[config.mk]
export PLATFORM = sky130hd
export DESIGN_NAME = module_display_scan_ctrl
export DESIGN_NICKNAME = d
export VERILOG_FILES = /design/src/rtl/display_pkg.sv /design/src/rtl/module_hex_to_seg.sv /design/src/rtl/module_display_scan_ctrl.sv
export SDC_FILE = /design/constraint.sdc
export NUM_CORES = 1
export LEC_CHECK = 0
export BUFFER_PORTS_ARGS = -buffer_cell sky130_fd_sc_hd__buf_4
export CAP_MARGIN = 20
export CORE_UTILIZATION = 45
export DETAILED_ROUTE_END_ITERATION = 10
export PLACE_DENSITY = 0.66
export SLEW_MARGIN = 10
export SYNTH_ARGS = -nofsm -noshare
export SYNTH_HDL_FRONTEND = slang
export SYNTH_SLANG_ARGS = --single-unit
[constraint.sdc]
create_clock -name clk_10Mhz_i -period 2.7 [get_ports clk_10Mhz_i]
set_clock_uncertainty 0.1 [all_clocks]
set_input_delay 0.135 -clock clk_10Mhz_i [delete_from_list [all_inputs] [get_ports clk_10Mhz_i]]
set_output_delay 0.135 -clock clk_10Mhz_i [all_outputs]
set_load 0.02 [all_outputs]
[src/rtl/display_pkg.sv]
// Shared definitions for the multiplexed 7-segment display scanner:
// scan FSM states and active-low segment glyphs ({g,f,e,d,c,b,a}, 0 = lit).
package display_pkg;

    typedef enum logic {
        GUARD = 1'b0,
        DRIVE = 1'b1
    } scan_state_t;

    localparam logic [6:0] SEG_0     = 7'b1000000;
    localparam logic [6:0] SEG_1     = 7'b1111001;
    localparam logic [6:0] SEG_2     = 7'b0100100;
    localparam logic [6:0] SEG_3     = 7'b0110000;
    localparam logic [6:0] SEG_4     = 7'b0011001;
    localparam logic [6:0] SEG_5     = 7'b0010010;
    localparam logic [6:0] SEG_6     = 7'b0000010;
    localparam logic [6:0] SEG_7     = 7'b1111000;
    localparam logic [6:0] SEG_8     = 7'b0000000;
    localparam logic [6:0] SEG_9     = 7'b0010000;
    localparam logic [6:0] SEG_A     = 7'b0001000;
    localparam logic [6:0] SEG_B     = 7'b0000011;  // lowercase b
    localparam logic [6:0] SEG_C     = 7'b1000110;
    localparam logic [6:0] SEG_D     = 7'b0100001;  // lowercase d
    localparam logic [6:0] SEG_E     = 7'b0000110;
    localparam logic [6:0] SEG_F     = 7'b0001110;
    localparam logic [6:0] SEG_BLANK = 7'h7F;

endpackage

[src/rtl/module_hex_to_seg.sv]
// Combinational hex nibble to active-low 7-segment glyph decoder.
module module_hex_to_seg
    import display_pkg::*;
(
    input  logic [3:0] nibble,
    output logic [6:0] seg
);

    // Pure lookup: one glyph per nibble value.
    always_comb begin
        seg = SEG_BLANK;
        case (nibble)
            4'h0: seg = SEG_0;
            4'h1: seg = SEG_1;
            4'h2: seg = SEG_2;
            4'h3: seg = SEG_3;
            4'h4: seg = SEG_4;
            4'h5: seg = SEG_5;
            4'h6: seg = SEG_6;
            4'h7: seg = SEG_7;
            4'h8: seg = SEG_8;
            4'h9: seg = SEG_9;
            4'hA: seg = SEG_A;
            4'hB: seg = SEG_B;
            4'hC: seg = SEG_C;
            4'hD: seg = SEG_D;
            4'hE: seg = SEG_E;
            4'hF: seg = SEG_F;
            default: seg = SEG_BLANK;
        endcase
    end

endmodule

[src/rtl/module_display_scan_ctrl.sv]
// Multiplexed 7-segment scan controller. Each digit slot is a GUARD period
// (all anodes off) followed by a DRIVE period. New data is staged on load_i
// and only copied into the displayed (shadow) copy at a frame boundary, so a
// frame is never torn. Optional build macro LEADING_ZERO_BLANK_EN blanks
// leading zero digits above digit 0.
module module_display_scan_ctrl
    import display_pkg::*;
#(
    parameter int N_DIGITS     = 8,
    parameter int TICK_DIV     = 10_000,
    parameter int GUARD_CYCLES = 16
) (
    input  logic                    clk_10Mhz_i,
    input  logic                    reset_i,
    input  logic [4*N_DIGITS-1:0]   data_i,
    input  logic [N_DIGITS-1:0]     dp_i,
    input  logic [N_DIGITS-1:0]     en_mask_i,
    input  logic                    load_i,
    output logic                    load_ack_o,
    output logic                    frame_done_o,
    output logic [N_DIGITS-1:0]     an_o,
    output logic [6:0]              seg_o,
    output logic                    dp_o
);

    localparam int IDX_W = (N_DIGITS > 1) ? $clog2(N_DIGITS) : 1;
    localparam int PRE_W = $clog2(TICK_DIV);
    localparam int GRD_W = $clog2(GUARD_CYCLES + 1);

    localparam logic [IDX_W-1:0] LAST_IDX   = IDX_W'(N_DIGITS - 1);
    localparam logic [PRE_W-1:0] PRE_LAST   = PRE_W'(TICK_DIV - 1);
    localparam logic [PRE_W-1:0] PRE_PENULT = PRE_W'(TICK_DIV - 2);
    localparam logic [GRD_W-1:0] GRD_LAST   = GRD_W'(GUARD_CYCLES - 1);

    scan_state_t            state_reg;
    logic [GRD_W-1:0]       guard_cnt_reg;
    logic [PRE_W-1:0]       pre_reg;
    logic [IDX_W-1:0]       idx_reg;

    logic [4*N_DIGITS-1:0]  stage_data_reg;
    logic [N_DIGITS-1:0]    stage_dp_reg;
    logic [N_DIGITS-1:0]    stage_mask_reg;
    logic                   pending_reg;

    logic [4*N_DIGITS-1:0]  shadow_data_reg;
    logic [N_DIGITS-1:0]    shadow_dp_reg;
    logic [N_DIGITS-1:0]    shadow_mask_reg;

    logic [N_DIGITS-1:0]    an_reg;
    logic [6:0]             seg_reg;
    logic                   dp_reg;
    logic                   load_ack_reg;
    logic                   frame_done_reg;

    logic [3:0]             nib [N_DIGITS];
    logic [3:0]             cur_nib;
    logic [6:0]             cur_seg;
    logic [N_DIGITS-1:0]    blank;
    logic                   lit;

    for (genvar gi = 0; gi < N_DIGITS; gi++) begin : g_nib
        assign nib[gi] = shadow_data_reg[4*gi +: 4];
    end

    assign cur_nib = nib[idx_reg];

    module_hex_to_seg u_hex_to_seg (
        .nibble (cur_nib),
        .seg    (cur_seg)
    );

`ifdef LEADING_ZERO_BLANK_EN
    logic lz_run;

    // Walk down from the top digit: a digit is blanked while it and every
    // enabled digit above it is a zero nibble with no decimal point.
    always_comb begin
        blank  = '0;
        lz_run = 1'b1;
        for (int k = N_DIGITS - 1; k >= 1; k--) begin
            lz_run   = lz_run & (~shadow_mask_reg[k] |
                       ((shadow_data_reg[4*k +: 4] == 4'h0) & ~shadow_dp_reg[k]));
            blank[k] = lz_run;
        end
    end
`else
    assign blank = '0;
`endif

    assign lit = shadow_mask_reg[idx_reg] & ~blank[idx_reg];

    // Scan FSM: slot timing plus registered anode/segment/pulse outputs.
    // The frame/ack pulses are raised one cycle early so they coincide with
    // the last DRIVE cycle of the last digit (the frame boundary).
    always_ff @(posedge clk_10Mhz_i or negedge reset_i) begin
        if (!reset_i) begin
            state_reg      <= GUARD;
            guard_cnt_reg  <= '0;
            pre_reg        <= '0;
            idx_reg        <= '0;
            an_reg         <= '1;
            seg_reg        <= SEG_BLANK;
            dp_reg         <= 1'b1;
            load_ack_reg   <= 1'b0;
            frame_done_reg <= 1'b0;
        end else begin
            load_ack_reg   <= 1'b0;
            frame_done_reg <= 1'b0;
            case (state_reg)
                GUARD: begin
                    if (guard_cnt_reg == GRD_LAST) begin
                        state_reg     <= DRIVE;
                        guard_cnt_reg <= '0;
                        pre_reg       <= '0;
                        if (lit) begin
                            an_reg  <= ~(N_DIGITS'(1) << idx_reg);
                            seg_reg <= cur_seg;
                            dp_reg  <= ~shadow_dp_reg[idx_reg];
                        end
                    end else begin
                        guard_cnt_reg <= guard_cnt_reg + 1'b1;
                    end
                end
                DRIVE: begin
                    if (pre_reg == PRE_LAST) begin
                        state_reg <= GUARD;
                        pre_reg   <= '0;
                        idx_reg   <= (idx_reg == LAST_IDX) ? '0 : idx_reg + 1'b1;
                        an_reg    <= '1;
                        seg_reg   <= SEG_BLANK;
                        dp_reg    <= 1'b1;
                    end else begin
                        pre_reg <= pre_reg + 1'b1;
                        if (idx_reg == LAST_IDX && pre_reg == PRE_PENULT) begin
                            frame_done_reg <= 1'b1;
                            load_ack_reg   <= pending_reg | load_i;
                        end
                    end
                end
                default: state_reg <= GUARD;
            endcase
        end
    end

    // Staging/shadow double buffer: commit at the frame boundary first, then
    // let a same-cycle load re-stage and re-arm pending.
    always_ff @(posedge clk_10Mhz_i or negedge reset_i) begin
        if (!reset_i) begin
            stage_data_reg  <= '0;
            stage_dp_reg    <= '0;
            stage_mask_reg  <= '0;
            pending_reg     <= 1'b0;
            shadow_data_reg <= '0;
            shadow_dp_reg   <= '0;
            shadow_mask_reg <= '0;
        end else begin
            if (frame_done_reg && pending_reg) begin
                shadow_data_reg <= stage_data_reg;
                shadow_dp_reg   <= stage_dp_reg;
                shadow_mask_reg <= stage_mask_reg;
                pending_reg     <= 1'b0;
            end
            if (load_i) begin
                stage_data_reg <= data_i;
                stage_dp_reg   <= dp_i;
                stage_mask_reg <= en_mask_i;
                pending_reg    <= 1'b1;
            end
        end
    end

    assign an_o         = an_reg;
    assign seg_o        = seg_reg;
    assign dp_o         = dp_reg;
    assign load_ack_o   = load_ack_reg;
    assign frame_done_o = frame_done_reg;

endmodule

==> impl_metrics.tcl <==
set metrics [dict create \
    status "finished, final reports clean" \
    yosysWarnings 0 \
    ys_ff_latch 138 \
    htree_levels 4 \
    cts_root_buffer "clkbuf_16" \
    r2r_slack_ns 0.23 \
    power_density_nw_per_um2 615 \
    synth_top_cells_by_count "dfrtp_1 (122), mux2_2 (98), nand2_1 (23)" \
    cts_buffers 17 \
    worstPathArrival_ns 2.70 \
    crit-reg2reg-launch "idx_reg[0]" \
    slew_headroom_pct 40.0 \
    finalSetupViolCount 0 \
    gp_congestion 0.790 \
    rsz0062_at_grt "false" \
    synth_top_area_share_pct 49.8 \
    n_fill_cell 1042 \
    route.detailed.drc 0 \
    fin_nets 641 \
    die_h_um 119 \
    max_freq_ghz 0.405 \
    rr_endpoint "an_o[5]" \
    fin_total_pwr_mw 4.90 \
    gr-total-overflow 0 \
    met1_usage_pct 24.2 \
    clock_path_buffers 2 \
    hp-class "in2async" \
    hold_viol_final 0 \
    fin_crit_ns 2.47 \
    dpl_cell_area_um2 6830 \
    reg2regPathDepth 5 \
    cts_sinks 138 \
    worst_setup_path_start_kind "register" \
    cts_tree "built" \
    synthMuxAreaShare_pct 24.2 \
    synth_nets 518 \
    synthesis.instances 453 \
    syn_area_um2 6130 \
    yosysMostFrequentCell "dfrtp_1" \
    post-dp-hpwl_um 7810 \
    peakVddDrop_uv 528 \
    timing.final.max_slew_violations 0 \
    ys.flop_type "dfrtp_1" \
    vias_per_cell 5.21 \
    grt_use_total_pct 18.7 \
    grt_pass1_wl_um 20300 \
    antenna_found_initial 0 \
    die-width_um 119 \
    clk_pin_slew_ns 0.06 \
    syn_to_final_growth_pct 29.8 \
    cp-end-kind "register" \
    design_area_um2 7960 \
    cts_resized 0 \
    seq_area_frac_synth_pct 56.6 \
    crit_required_ns 2.93 \
    drive_above_1_share_pct 40.7 \
    maxCapViolations 0 \
    synth-edff-count 0 \
    start_util_pct 46.3 \
    synth_top_family_by_area "multiplexers" \
    yosysTopAreaCell "dfrtp_1" \
    vias 3985 \
    synth_cell_types 50 \
    post_cts_buffers 0 \
    met2_usage_pct 30.0 \
    synth_xor_area_share_pct 0.571 \
    clock_latency_ns 0.42 \
    grt_pass1_vias 4149 \
    synth_area_leaders "dfrtp_1 (50%), mux2_2 (18%), dfstp_2 (6.9%)" \
    synthAdderAreaFrac_pct 2.86 \
    synth.avg_cell_area_um2 13.5 \
    port_buffers 68 \
    die_area_um2 14100 \
    diodes 0 \
    critPathMaxFanout 29 \
    critPathKind "reg2reg" \
    wl_per_cell_um 15.5 \
    rows 42 \
    fin_tns_setup_ns 0 \
    p_leak_nw 3.72 \
    core_area_um2 13200 \
    drt_iter0_drc 239 \
    postRouteWirelength_um 11900 \
    grt_max_degree 68 \
    worstMarginPinSlew_ns 0.888 \
    synth-compound-area-share_pct 6.81 \
    final_util_pct 60.1 \
    finalCritPeriodShare_pct 91.4 \
    busiest_layer "met2" \
    first_pass_iters 4 \
    ant_nets 0 \
    synth_async_sr_flop_share_pct 100 \
    pin_count 69 \
    synth-simple-area-share_pct 5.84 \
    grtUsageMet3_pct 5.31 \
]
-- critical path, stage by stage (launching register included) --
cell and delay, ns:
dfrtp_1 0.35, buf_4 0.23, mux4_2 0.51, mux2_2 0.30
o211a_1 0.52, a41oi_1 0.37
-- layout by cell type (no fill, tap or decap), types with 12 or more instances in the layout --
master and count:
dfrtp_1 122, mux2_2 98, buf_4 81, dlygate4sd3_1 49
nand2_1 22, nor2_1 20, a31oi_1 17, clkbuf_16 17
dfstp_2 16, o21ai_0 15, ha_1 14, inv_1 12
-- routing by layer --
layer | part of all wire, % | up-vias
met4 | 1.5 | 0
met2 | 49 | 68
met1 | 46 | 2005
met5 | 0 | -
met3 | 3.6 | 16
li1 | - | 1896
-- per-stage QoR --
| stage | cells | worst slack (ns) | hold slack, ns |
|---|---|---|---|
| 4_1_cts | 765 | 0.201 | 0.182 |
| 3_3_place_gp | 684 | 0.314 | 0.0731 |
| 3_5_place_dp | 684 | 0.235 | 0.0854 |
| 2_1_floorplan | 453 | 0.225 | -0.261 |
| 5_1_grt | 765 | 0.0565 | 0.229 |
| 6_report | 765 | 0.231 | 0.189 |
-- where the power goes --
group | switching [mW] | internal (mW)
registers | 0.0432 | 2.14
clock network | 0.842 | 1.62
logic | 0.0917 | 0.159
-- area by class of cell --
class	count	area [um^2]	area share [%]
clock inverters	10	164	2.06
multi-input cells	275	2470	31.0
flip-flops and latches	138	3470	43.6
clock buffers	22	474	5.96
well taps	176	220	2.77
inverters	13	48.8	0.613
repair buffers	131	1110	13.9
-- worst max path at each step --
stage,start,to,slack [ns],cells after the start
finish,idx_reg[0],an_o[5],0.23,5
global route,pre_reg[11],seg_o[1],0.06,5
CTS,idx_reg[0],an_o[5],0.20,5
detailed placement,idx_reg[0],seg_o[0],0.24,6
global placement,idx_reg[0],seg_o[0],0.31,6
floorplan,idx_reg[0],seg_o[5],0.23,8
-- logic make-up (layout without fill, tap and decap cells) --
group	Yosys count	count (layout)
AO/OA/AOI/OAI	63	63
XOR/XNOR	4	4
adder cells (fa/ha/maj)	14	14
buffers and inverters	40	176
flip-flops	138	138
multiplexers	118	118
AND/OR/NAND/NOR	76	76
-- repair_timing --
item | in CTS | in global routing
hold buffers | 49 | 0
hold endpoints to repair | 111 | 0
endpoints found under the setup margin | 0 | 0
No activity file was read; power rests on OpenSTA's default activity.
